===== config.mk =====
export PLATFORM = sky130hd
export DESIGN_NAME = controller_flat
export DESIGN_NICKNAME = d
export VERILOG_FILES = /design/src/rtl/controller_if.sv /design/src/rtl/controller.sv /design/src/flat_wrapper.sv
export SDC_FILE = /design/constraint.sdc
export NUM_CORES = 1
export LEC_CHECK = 0
export CAP_MARGIN = 20
export CORE_ASPECT_RATIO = 1.2
export CORE_MARGIN = 4
export CORE_UTILIZATION = 41
export DETAILED_ROUTE_END_ITERATION = 8
export GPL_ROUTABILITY_DRIVEN = 0
export PLACE_DENSITY = 0.94
export SYNTH_ARGS = -nofsm -noshare
export SYNTH_HDL_FRONTEND = slang
export SYNTH_SLANG_ARGS = --single-unit

===== constraint.sdc =====
create_clock -name clk -period 4.1 [get_ports clk]
set_input_delay 0.615 -clock clk [delete_from_list [all_inputs] [get_ports clk]]
set_output_delay 0.615 -clock clk [all_outputs]
set_load 0.05 [all_outputs]

===== src/rtl/controller_if.sv =====
// Control bus between the multi-cycle controller and the RV32I datapath.
// Status fields come from the datapath; select/enable fields come from the
// controller. dbg_state mirrors the controller FSM state for observation.
interface controller_if;
    logic [6:0] opcode;
    logic [2:0] f3;
    logic [6:0] f7;
    logic       zero;

    logic       adr_src;
    logic       mem_write;
    logic       ir_write;
    logic       reg_write;
    logic       pc_write;
    logic       old_pc_write;
    logic [2:0] imm_src;
    logic [1:0] alu_src_a;
    logic [1:0] alu_src_b;
    logic [2:0] alu_function;
    logic [1:0] result_src;
    logic       instr_done;
    logic       halted;
    logic [3:0] dbg_state;

    // Controller side
    modport master (
        input  opcode, f3, f7, zero,
        output adr_src, mem_write, ir_write, reg_write, pc_write, old_pc_write,
               imm_src, alu_src_a, alu_src_b, alu_function, result_src,
               instr_done, halted, dbg_state
    );

    // Datapath side
    modport slave (
        output opcode, f3, f7, zero,
        input  adr_src, mem_write, ir_write, reg_write, pc_write, old_pc_write,
               imm_src, alu_src_a, alu_src_b, alu_function, result_src,
               instr_done, halted, dbg_state
    );
endinterface


===== src/rtl/controller.sv =====
// Moore-style multi-cycle control FSM for the RV32I subset core.
// One instruction phase per clock; unsupported encodings park in TRAP.
// While reset is low every output is held at 0.
module controller (
    input  logic         clk,
    input  logic         reset,
    controller_if.master bus
);
    typedef enum logic [3:0] {
        S_FETCH, S_DECODE, S_MEM_ADR, S_MEM_READ, S_MEM_WB, S_MEM_WRITE,
        S_EXEC_R, S_EXEC_I, S_ALU_WB, S_BRANCH, S_JALR, S_JAL, S_LUI, S_TRAP
    } state_t;

    localparam logic [6:0] OP_LOAD   = 7'b0000011;
    localparam logic [6:0] OP_STORE  = 7'b0100011;
    localparam logic [6:0] OP_R      = 7'b0110011;
    localparam logic [6:0] OP_I      = 7'b0010011;
    localparam logic [6:0] OP_BRANCH = 7'b1100011;
    localparam logic [6:0] OP_JAL    = 7'b1101111;
    localparam logic [6:0] OP_JALR   = 7'b1100111;
    localparam logic [6:0] OP_LUI    = 7'b0110111;

    state_t     r_state;
    state_t     w_next;
    logic       w_adr_src, w_mem_write, w_ir_write, w_reg_write;
    logic       w_pc_write, w_old_pc_write, w_instr_done, w_halted;
    logic [2:0] w_imm_src, w_alu_function, w_exec_fn;
    logic [1:0] w_alu_src_a, w_alu_src_b, w_result_src;
    logic       w_alu_f3_ok;
    logic       w_unused_f7;

    // Only f7[5] distinguishes SUB from ADD; the other bits are don't-care.
    assign w_unused_f7 = ^{bus.f7[6], bus.f7[4:0]};
    // R/I ALU ops accept every f3 except 001 and 101, which trap.
    assign w_alu_f3_ok = (bus.f3 != 3'b001) && (bus.f3 != 3'b101);

    // State register; reset returns to FETCH.
    always_ff @(posedge clk or negedge reset) begin
        if (!reset) r_state <= S_FETCH;
        else        r_state <= w_next;
    end

    // ALU operation for EXEC_R / EXEC_I, selected by f3.
    always_comb begin
        w_exec_fn = 3'd0;
        case (bus.f3)
            3'b000:  w_exec_fn = (r_state == S_EXEC_R && bus.f7[5]) ? 3'd1 : 3'd0;
            3'b111:  w_exec_fn = 3'd2;
            3'b110:  w_exec_fn = 3'd3;
            3'b100:  w_exec_fn = 3'd4;
            3'b010:  w_exec_fn = 3'd5;
            3'b011:  w_exec_fn = 3'd6;
            default: w_exec_fn = 3'd0;
        endcase
    end

    // Next-state logic and per-state control outputs.
    always_comb begin
        w_next         = r_state;
        w_adr_src      = 1'b0;
        w_mem_write    = 1'b0;
        w_ir_write     = 1'b0;
        w_reg_write    = 1'b0;
        w_pc_write     = 1'b0;
        w_old_pc_write = 1'b0;
        w_imm_src      = 3'd0;
        w_alu_src_a    = 2'd0;
        w_alu_src_b    = 2'd0;
        w_alu_function = 3'd0;
        w_result_src   = 2'd0;
        w_instr_done   = 1'b0;
        w_halted       = 1'b0;
        case (r_state)
            S_FETCH: begin
                w_ir_write     = 1'b1;
                w_old_pc_write = 1'b1;
                w_pc_write     = 1'b1;
                w_alu_src_b    = 2'd1;
                w_result_src   = 2'd2;
                w_next         = S_DECODE;
            end
            S_DECODE: begin
                // Branch/JAL target precomputed into the ALU register.
                w_alu_src_a = 2'd1;
                w_alu_src_b = 2'd2;
                if (bus.opcode == OP_BRANCH)   w_imm_src = 3'd2;
                else if (bus.opcode == OP_JAL) w_imm_src = 3'd3;
                w_next = S_TRAP;
                case (bus.opcode)
                    OP_LOAD, OP_STORE: if (bus.f3 == 3'b010) w_next = S_MEM_ADR;
                    OP_R:      if (w_alu_f3_ok) w_next = S_EXEC_R;
                    OP_I:      if (w_alu_f3_ok) w_next = S_EXEC_I;
                    OP_BRANCH: if (bus.f3 == 3'b000 || bus.f3 == 3'b001 ||
                                   bus.f3 == 3'b100 || bus.f3 == 3'b101) w_next = S_BRANCH;
                    OP_JAL:    w_next = S_JAL;
                    OP_JALR:   if (bus.f3 == 3'b000) w_next = S_JALR;
                    OP_LUI:    w_next = S_LUI;
                    default:   w_next = S_TRAP;
                endcase
            end
            S_EXEC_R: begin
                w_alu_src_a    = 2'd2;
                w_alu_function = w_exec_fn;
                w_next         = S_ALU_WB;
            end
            S_EXEC_I: begin
                w_alu_src_a    = 2'd2;
                w_alu_src_b    = 2'd2;
                w_alu_function = w_exec_fn;
                w_next         = S_ALU_WB;
            end
            S_MEM_ADR: begin
                w_alu_src_a = 2'd2;
                w_alu_src_b = 2'd2;
                w_imm_src   = (bus.opcode == OP_STORE) ? 3'd1 : 3'd0;
                w_next      = (bus.opcode == OP_STORE) ? S_MEM_WRITE : S_MEM_READ;
            end
            S_MEM_READ: begin
                w_adr_src = 1'b1;
                w_next    = S_MEM_WB;
            end
            S_MEM_WB: begin
                w_result_src = 2'd1;
                w_reg_write  = 1'b1;
                w_instr_done = 1'b1;
                w_next       = S_FETCH;
            end
            S_MEM_WRITE: begin
                w_adr_src    = 1'b1;
                w_mem_write  = 1'b1;
                w_instr_done = 1'b1;
                w_next       = S_FETCH;
            end
            S_ALU_WB: begin
                w_reg_write  = 1'b1;
                w_instr_done = 1'b1;
                w_next       = S_FETCH;
            end
            S_BRANCH: begin
                // pc_write follows zero combinationally in this state.
                w_alu_src_a  = 2'd2;
                w_instr_done = 1'b1;
                case (bus.f3)
                    3'b000:  begin w_alu_function = 3'd1; w_pc_write = bus.zero;  end
                    3'b001:  begin w_alu_function = 3'd1; w_pc_write = !bus.zero; end
                    3'b100:  begin w_alu_function = 3'd5; w_pc_write = !bus.zero; end
                    3'b101:  begin w_alu_function = 3'd5; w_pc_write = bus.zero;  end
                    default: w_pc_write = 1'b0;
                endcase
                w_next = S_FETCH;
            end
            S_JALR: begin
                w_alu_src_a = 2'd2;
                w_alu_src_b = 2'd2;
                w_next      = S_JAL;
            end
            S_JAL: begin
                // PC takes the target; ALU register captures old PC + 4.
                w_alu_src_a = 2'd1;
                w_alu_src_b = 2'd1;
                w_pc_write  = 1'b1;
                w_next      = S_ALU_WB;
            end
            S_LUI: begin
                w_imm_src    = 3'd4;
                w_result_src = 2'd3;
                w_reg_write  = 1'b1;
                w_instr_done = 1'b1;
                w_next       = S_FETCH;
            end
            S_TRAP: begin
                w_halted = 1'b1;
                w_next   = S_TRAP;
            end
            default: w_next = S_FETCH;
        endcase
    end

    // Outputs forced low while reset is asserted, so nothing writes mid-abort.
    assign bus.adr_src      = reset & w_adr_src;
    assign bus.mem_write    = reset & w_mem_write;
    assign bus.ir_write     = reset & w_ir_write;
    assign bus.reg_write    = reset & w_reg_write;
    assign bus.pc_write     = reset & w_pc_write;
    assign bus.old_pc_write = reset & w_old_pc_write;
    assign bus.imm_src      = reset ? w_imm_src      : 3'd0;
    assign bus.alu_src_a    = reset ? w_alu_src_a    : 2'd0;
    assign bus.alu_src_b    = reset ? w_alu_src_b    : 2'd0;
    assign bus.alu_function = reset ? w_alu_function : 3'd0;
    assign bus.result_src   = reset ? w_result_src   : 2'd0;
    assign bus.instr_done   = reset & w_instr_done;
    assign bus.halted       = reset & w_halted;
    assign bus.dbg_state    = r_state;
endmodule


===== src/flat_wrapper.sv =====
// flat-port wrapper written by rule: the top's interface ports become plain ports
module controller_flat 
  (clk, reset, bus_opcode, bus_f3, bus_f7, bus_zero, bus_adr_src, bus_mem_write, bus_ir_write, bus_reg_write, bus_pc_write, bus_old_pc_write, bus_imm_src, bus_alu_src_a, bus_alu_src_b, bus_alu_function, bus_result_src, bus_instr_done, bus_halted, bus_dbg_state);
  controller_if bus_i ();
  input  logic clk;
  input  logic reset;
  input wire logic [$bits(bus_i.opcode)-1:0] bus_opcode;
  input wire logic [$bits(bus_i.f3)-1:0] bus_f3;
  input wire logic [$bits(bus_i.f7)-1:0] bus_f7;
  input wire logic [$bits(bus_i.zero)-1:0] bus_zero;
  output wire logic [$bits(bus_i.adr_src)-1:0] bus_adr_src;
  output wire logic [$bits(bus_i.mem_write)-1:0] bus_mem_write;
  output wire logic [$bits(bus_i.ir_write)-1:0] bus_ir_write;
  output wire logic [$bits(bus_i.reg_write)-1:0] bus_reg_write;
  output wire logic [$bits(bus_i.pc_write)-1:0] bus_pc_write;
  output wire logic [$bits(bus_i.old_pc_write)-1:0] bus_old_pc_write;
  output wire logic [$bits(bus_i.imm_src)-1:0] bus_imm_src;
  output wire logic [$bits(bus_i.alu_src_a)-1:0] bus_alu_src_a;
  output wire logic [$bits(bus_i.alu_src_b)-1:0] bus_alu_src_b;
  output wire logic [$bits(bus_i.alu_function)-1:0] bus_alu_function;
  output wire logic [$bits(bus_i.result_src)-1:0] bus_result_src;
  output wire logic [$bits(bus_i.instr_done)-1:0] bus_instr_done;
  output wire logic [$bits(bus_i.halted)-1:0] bus_halted;
  output wire logic [$bits(bus_i.dbg_state)-1:0] bus_dbg_state;
  assign bus_i.opcode = bus_opcode;
  assign bus_i.f3 = bus_f3;
  assign bus_i.f7 = bus_f7;
  assign bus_i.zero = bus_zero;
  assign bus_adr_src = bus_i.adr_src;
  assign bus_mem_write = bus_i.mem_write;
  assign bus_ir_write = bus_i.ir_write;
  assign bus_reg_write = bus_i.reg_write;
  assign bus_pc_write = bus_i.pc_write;
  assign bus_old_pc_write = bus_i.old_pc_write;
  assign bus_imm_src = bus_i.imm_src;
  assign bus_alu_src_a = bus_i.alu_src_a;
  assign bus_alu_src_b = bus_i.alu_src_b;
  assign bus_alu_function = bus_i.alu_function;
  assign bus_result_src = bus_i.result_src;
  assign bus_instr_done = bus_i.instr_done;
  assign bus_halted = bus_i.halted;
  assign bus_dbg_state = bus_i.dbg_state;
  controller u_core (.clk(clk), .reset(reset), .bus(bus_i));
endmodule

After elaboration in Yosys (flattened, before gate mapping)
Index checks and enable logic that the tools add are counted.
W data, S select, Z words.

operators by class
  equality and inequality tests = 30
  multiplexer cells = 32
  bitwise gates (word level) = 7
  reduce and logical (&&, ||, !) cells = 22

operators with widths
  kind                  count
  $pmux W4 S7           2
  $eq A4 B4 Y1 const B  6
  $eq A7 B6 Y1 const B  3
  $eq A7 B7 Y1 const B  3
  $mux W3               6
  $pmux W3 S6           1
  $reduce_or A2 Y1      9
  $eq A4 B3 Y1 const B  4
  $eq A3 B3 Y1 const B  4
  $mux W4               3
  $pmux W3 S2           2
  $reduce_or A5 Y1      2
  $pmux W3 S3           1
  $eq A4 B2 Y1 const B  2
  $mux W1               8
  $mux W2               4
  $pmux W2 S2           2
  $and A1 B1 Y1         7
  $eq A7 B2 Y1 const B  1
  $eq A7 B5 Y1 const B  1
  $eq A3 B2 Y1 const B  2
  $pmux W2 S3           1
  $reduce_or A3 Y1      2
  $eq A4 B1 Y1 const B  1
  other kinds (10)      14

storage, ports and cells
  flip-flop bits (word level) = 4

Logic depth before layout (Yosys ltp)
Gate-level depths: netlist (run 1).

  depth in word-level cells = 7
  mapped depth = 6
  depth with buffers taken out = 5

Worst setup path after synthesis (run 1)
Ideal clock, no wire load.

  path type = register to output
  start = reg u_core.r_state[0], in the netlist u_core.bus.dbg_state[0]
  end = out bus_imm_src[1]
  data arrival time = 2674 ps
  data required time = 3485 ps
  path slack = 811 ps
  cell stages (with the launch flop) = 5
  buffers on the path = 1
  cell sequence = dfrtp_1 -> buf_2 -> nor2b_1 -> nand2_1 -> nor4_1

between the ends
  word-level cells in the longest chain between the ends = 3

ends and longest elaborated chain
  item                                  line                source
  start, declared                       controller.sv:23    state_t r_state;
  start signal, assigned                controller.sv:40    else r_state <= w_next;
  $eq A4 B4 Y1 (tied with other cells)  controller.sv:73    case (r_state)
  $pmux W3 S3 *                         controller.sv:73
  $mux W3 *                             controller.sv:186   assign bus.imm_src = reset ? w_imm_src : 3'd0;
  end, declared                         flat_wrapper.sv:17  output wire logic [$bits(bus_i.imm_src)-1:0] bus_imm_src;

Mark *: on every way between the ends. The rest lies on a longest branch, timed or not.

Final worst setup path (run 1)
  start = in bus_opcode[3]
  end = out bus_imm_src[0]

between the ends
  word-level cells in the longest chain between the ends = 5

ends and longest elaborated chain
  item             line               source
  start, declared  flat_wrapper.sv:7  input wire logic [$bits(bus_i.opcode)-1:0] bus_opcode;
  $eq A7 B7 Y1     controller.sv:87   else if (bus.opcode == OP_JAL) w_imm_src = 3'd3;
  $mux W2          controller.sv:87
  $mux W3          controller.sv:86   if (bus.opcode == OP_BRANCH) w_imm_src = 3'd2;
  $pmux W3 S3 *    controller.sv:73
  $mux W3 *        controller.sv:186

Marks and branches as above.

==> results.sh, run 1 <==
export IMPL_fin_setup_tns_ns=0
export IMPL_synth_mux_area_frac=0
export IMPL_antenna_found_initial=0
export IMPL_fin_hold_ws_ns=0.693
export IMPL_post_synth_inst_count=124
export IMPL_synth_top_cells_by_area="dfrtp_1, nor3_1, nand2_1"
export IMPL_drive_gt1_frac=0.0588
export IMPL_largest_register_ffs=4
export IMPL_fin_worst_skew_ns=0.00357
export IMPL_start_util=0.432
export IMPL_place_hpwl_um=1900
export IMPL_final_util=0.634
export IMPL_cts_tree="done"
export IMPL_synth_net_count=144
export IMPL_hold_buffers=0
export IMPL_die_x_um=48.1
export IMPL_critPathArrivalTime_ns=3.14
export IMPL_hold_path_class="input port to asynchronous set/reset pin"
export IMPL_fin_crit_sh=0.915
export IMPL_final_nets=175
export IMPL_htreeDepth=1
export IMPL_r2r_setup_slack_ns=2.61
export IMPL_wire_per_inst_um=14.0
export IMPL_ctsResizeCount=0
export IMPL_critPathMaxFanout=8
export IMPL_grt_overflow_total=0
export IMPL_yosysUniqueCellTypes=42
export IMPL_synth_top_family_by_area="simple AND/OR/NAND/NOR gates"
export IMPL_port_buffers=37
export IMPL_grt_max_degree=17
export IMPL_fp_dieH_um=56.1
export IMPL_clk_path_buf_depth=2
export IMPL_clock_sinks=4
export IMPL_fp_row_count=17
export IMPL_synth_xor_area_share=0.0444
export IMPL_rsz0062_at_grt="false"
export IMPL_hold_viol=0
export IMPL_vias_per_cell=5.97
export IMPL_die_area_mm2=0.00269
export IMPL_timing_final_ws_setup_ns=0.350
export IMPL_yosys_area_share_simple=0.431
export IMPL_slew_violations=0
export IMPL_synth_area_um2=790
export IMPL_cts_setup_buffers=0
export IMPL_setup_viol=0
export IMPL_netlist_top_cells_count="nand2_1, nor2_1, nor3_1"
export IMPL_clock_latency_ns=0.23
export IMPL_avgSynthCellArea_um2=6.37
export IMPL_dr_first_iter_drc_count=33
export IMPL_max_slew_margin=0.651
export IMPL_maxCapViolCount=0
export IMPL_cts_buffers=3
export IMPL_critPathCaptureType="output port"
export IMPL_yosysTopAreaCell="dfrtp_1"
export IMPL_synth_flop_cell="dfrtp_1"
export IMPL_synthAdderAreaFrac=0
export IMPL_tightest_slew_ns=0.522
export IMPL_drc=0
export IMPL_firstDrtPassIters=7
export IMPL_synth_warnings=0
export IMPL_grt_pass1_vias=958
export IMPL_ys_seq_area_frac=0.127
export IMPL_clk_pin_slew_ns=0.04
export IMPL_ctsRootBufferMaster="clkbuf_4"
export IMPL_synth_edff_count=0
export IMPL_power_density_mw_per_mm2=550
export IMPL_ys_ff_latch=4
export IMPL_min_period_ns=3.75
export IMPL_ant_nets=0
export IMPL_dp_slack_ns=0.401
export IMPL_async_reset_ff_frac=1.00
export IMPL_totalWireLength_um=2400
export IMPL_fmax_ghz=0.267
export IMPL_grt_total_usage=0.182
export IMPL_ir_drop_mv=0.263
export IMPL_vias=1026
export IMPL_synth_compound_area_share=0.315
export IMPL_grt_pass1_wl_um=3900
export IMPL_p_leak_nw=0.429
export IMPL_crit_required_ns=3.48
export IMPL_diodes=0
export IMPL_io_pin_count=44
export IMPL_yosysTopAreaCellShare=0.127
export IMPL_criticalPathCategory="input port to output port"
export IMPL_cp_start_kind="input port"
export IMPL_core_mm2=0.00183
export IMPL_status="completed"
export IMPL_area_delta_synth_final_pct=46.9
## per-stage QoR
stage	area, um^2	std cells	power [mW]
after floorplan	790	124	0.449
after global placement	1140	169	0.578
after detailed placement	1140	169	0.588
after CTS	1160	172	0.637
after global routing	1160	172	0.673
final	1160	172	0.638
## cell type report
| type | instances | area (um^2) |
|---|---|---|
| clock buffers | 3 | 22.5 |
| fillers | 167 | 669 |
| inverters | 3 | 11.3 |
| multi-input cells | 105 | 624 |
| flip-flops and latches | 4 | 100 |
| well taps | 19 | 23.8 |
| repair buffers | 38 | 378 |
## layer usage
layer / track usage / wire [um] / share of wire
met2: 0.329 / 1280 / 0.54
met1: 0.224 / 993 / 0.41
met3: 0.00971 / 114 / 0.048
met5: 0 / 0 / 0
met4: 0.0308 / 8 / 0.0033
## report_power, final
part	total [mW]	internal (mW)	switching [mW]
Combinational	0.490	0.170	0.319
Sequential	0.101	0.0538	0.0475
Clock	0.0468	0.0326	0.0142
## cells by family (layout without fill, tap and decap cells)
logic type	Yosys count	after routing
flip-flops	4	4
buffers and inverters	15	44
XOR/XNOR	4	4
AND/OR/NAND/NOR	65	65
AO/OA/AOI/OAI	36	36
## critical path: stages
cell and delay [ns]:
clkdlybuf4s50_1 0.53, or2_4 0.31, or3_1 0.37, nor3_1 0.27, a32oi_1 0.09, nor2_1 0.13
clkdlybuf4s50_1 0.82
## cells in the final DEF, fill, tap and decap left out, types with 3 or more instances in the layout
master / netlist / layout
xnor2_1: 3 / 3
nand3_1: 3 / 3
nand2b_1: 5 / 5
nand2_1: 14 / 14
dfrtp_1: 4 / 4
nor2_1: 14 / 14
a21oi_1: 10 / 10
nor2b_1: 4 / 4
nor3_1: 12 / 12
o21ai_0: 6 / 6
clkbuf_4: 0 / 3
clkdlybuf4s50_1: 0 / 37
inv_1: 3 / 3
## worst paths after layout
| check | startpoint | endpoint | cells past startpoint |
|---|---|---|---|
| worst min register to register | u_core.bus.dbg_state[1] | u_core.bus.dbg_state[3] | 2 |
| worst max register to register | u_core.bus.dbg_state[3] | u_core.bus.dbg_state[2] | 4 |
| min in group clk | u_core.bus.dbg_state[1] | u_core.bus.dbg_state[3] | 2 |
| worst min-delay path | reset | u_core.bus.dbg_state[0] | 2 |
| worst max-delay path | bus_opcode[3] | bus_imm_src[0] | 7 |
| max in group asynchronous | reset | u_core.bus.dbg_state[1] | 2 |
Power figures use the tool's default switching activity.
==> inputs of run 2 (changes only) <==
==> constraint.sdc (replaced) <==
create_clock -name clk -period 4.1 [get_ports clk]
set_input_delay 0.41 -clock clk [delete_from_list [all_inputs] [get_ports clk]]
set_output_delay 0.41 -clock clk [all_outputs]
set_load 0.05 [all_outputs]
==> run 2 against run 1 <==
Compared with the run above: sequential cell count stayed put; clock skew rose by 0.0023 ns; fmax grew 12%; count of clock-buffer cells in the layout unchanged; critical endpoint unchanged; sequential power barely moved; critical path depth did not move; highest routed layer unchanged; worst setup slack better by 0.41 ns; combinational power barely moved; power is essentially flat; via count fell by 0.29%; cell area shrank 0.65%; die area stayed put.
==> results.sh, run 2 (synthesis results as in run 1) <==
export IMPL_r2r_start="u_core.bus.dbg_state[3]"
export IMPL_tightest_slew_ns=0.561
export IMPL_fin_worst_skew_ns=0.00583
export IMPL_crit_required_ns=3.69
export IMPL_core_mm2=0.00183
export IMPL_cp_start_kind="input port"
export IMPL_htreeDepth=1
export IMPL_fin_hold_ws_ns=0.541
export IMPL_drc=0
export IMPL_fin_setup_tns_ns=0
export IMPL_port_buffers=37
export IMPL_fin_crit_sh=0.815
export IMPL_clk_pin_slew_ns=0.04
export IMPL_final_util=0.630
export IMPL_wire_per_inst_um=14.1
export IMPL_critPathArrivalTime_ns=2.93
export IMPL_r2r_setup_slack_ns=2.63
export IMPL_grt_max_degree=17
export IMPL_r2r_cells=4
export IMPL_totalWireLength_um=2420
export IMPL_min_period_ns=3.34
export IMPL_start_util=0.432
export IMPL_drive_gt1_frac=0.0526
export IMPL_die_x_um=48.1
export IMPL_antenna_found_initial=0
export IMPL_multi_input_area_um2=624
export IMPL_hold_path_class="input port to asynchronous set/reset pin"
export IMPL_rsz0062_at_grt="false"
export IMPL_setup_viol=0
export IMPL_vias=1023
export IMPL_grt_total_usage=0.195
export IMPL_fp_dieH_um=56.1
export IMPL_fillCellCount=170
export IMPL_ir_drop_mv=0.234
export IMPL_critPathMaxFanout=8
export IMPL_p_leak_nw=0.424
export IMPL_area_delta_synth_final_pct=46.0
export IMPL_die_area_mm2=0.00269
export IMPL_grt_pass1_vias=948
export IMPL_place_hpwl_um=1910
export IMPL_grt_pass1_wl_um=4050
export IMPL_firstDrtPassIters=4
export IMPL_layout_common_cells="clkdlybuf4s50_1, nand2_1, nor2_1"
export IMPL_diodes=0
export IMPL_maxCapViolCount=0
export IMPL_clock_sinks=4
export IMPL_slew_violations=0
export IMPL_cts_tree="done"
export IMPL_seqCellArea_um2=100
export IMPL_critPathCaptureType="output port"
export IMPL_clock_latency_ns=0.23
export IMPL_cts_buffers=3
export IMPL_r2r_end="u_core.bus.dbg_state[2]"
export IMPL_fp_row_count=17
export IMPL_ctsResizeCount=0
export IMPL_fmax_ghz=0.299
export IMPL_final_common_cell="clkdlybuf4s50_1"
export IMPL_criticalPathCategory="input port to output port"
export IMPL_hold_viol=0
export IMPL_dr_first_iter_drc_count=24
export IMPL_power_density_mw_per_mm2=553
export IMPL_final_nets=174
export IMPL_hold_buffers=0
export IMPL_largest_register_ffs=4
export IMPL_ctsRootBufferMaster="clkbuf_4"
export IMPL_ant_nets=0
export IMPL_cts_setup_buffers=0
export IMPL_grt_overflow_total=0
export IMPL_io_pin_count=44
export IMPL_vias_per_cell=5.98
export IMPL_clk_path_buf_depth=2
export IMPL_max_slew_margin=0.625
export IMPL_status="completed"
## run 2: changes by cell type in the layout (fill, tap and decap cells not counted), sizes merged
cell and change:
buf -1
## run 2: power breakdown
part           leakage (nW)  internal, mW  total [mW]  switching (mW)
registers            0.0513        0.0538       0.100          0.0467
clock network        0.0138        0.0327      0.0482          0.0155
logic                 0.359         0.170       0.489           0.319
total                 0.424         0.256       0.637           0.381
## run 2: metrics by stage
step | setup WS (ns) | std cells | power, mW | instance area, um^2
final | 0.757 | 171 | 0.637 | 1150
after global routing | 0.624 | 171 | 0.675 | 1150
after CTS | 0.787 | 171 | 0.638 | 1150
after detailed placement | 0.807 | 168 | 0.587 | 1130
after global placement | 0.828 | 168 | 0.577 | 1130
after floorplan | 1.02 | 124 | 0.449 | 790
## run 2: critical path, stage by stage
cell             delay [ns]
clkdlybuf4s50_1        0.54
or2_4                  0.31
or3_1                  0.37
nor3_1                 0.27
a32oi_1                0.09
nor2_1                 0.13
clkdlybuf4s50_1        0.82
## run 2: how the worst max path moves through the flow
stage | cells past startpoint | to | slack (ns) | from
5_1_grt | 7 | bus_imm_src[0] | 0.62 | bus_opcode[3]
3_3_place_gp | 7 | bus_imm_src[0] | 0.83 | bus_opcode[3]
3_5_place_dp | 7 | bus_imm_src[0] | 0.81 | bus_opcode[3]
6_report | 7 | bus_imm_src[0] | 0.76 | bus_opcode[3]
4_1_cts | 7 | bus_imm_src[0] | 0.79 | bus_opcode[3]
2_1_floorplan | 4 | bus_imm_src[1] | 1.02 | u_core.bus.dbg_state[0]
## run 2: cell type report
type,instances,share of cell area
Sequential cell,4,0.0869
Timing Repair Buffer,37,0.321
Clock buffer,3,0.0195
Inverter,3,0.00977
Multi-Input combinational cell,105,0.542
Tap cell,19,0.0206
## run 2: routing by layer
metal | up-vias | wire length, um | track usage
li1 | 501 | - | -
met1 | 478 | 930 | 0.228
met2 | 42 | 1330 | 0.352
met3 | 2 | 150 | 0.00971
met4 | 0 | 8 | 0.0577
met5 | - | 0 | 0
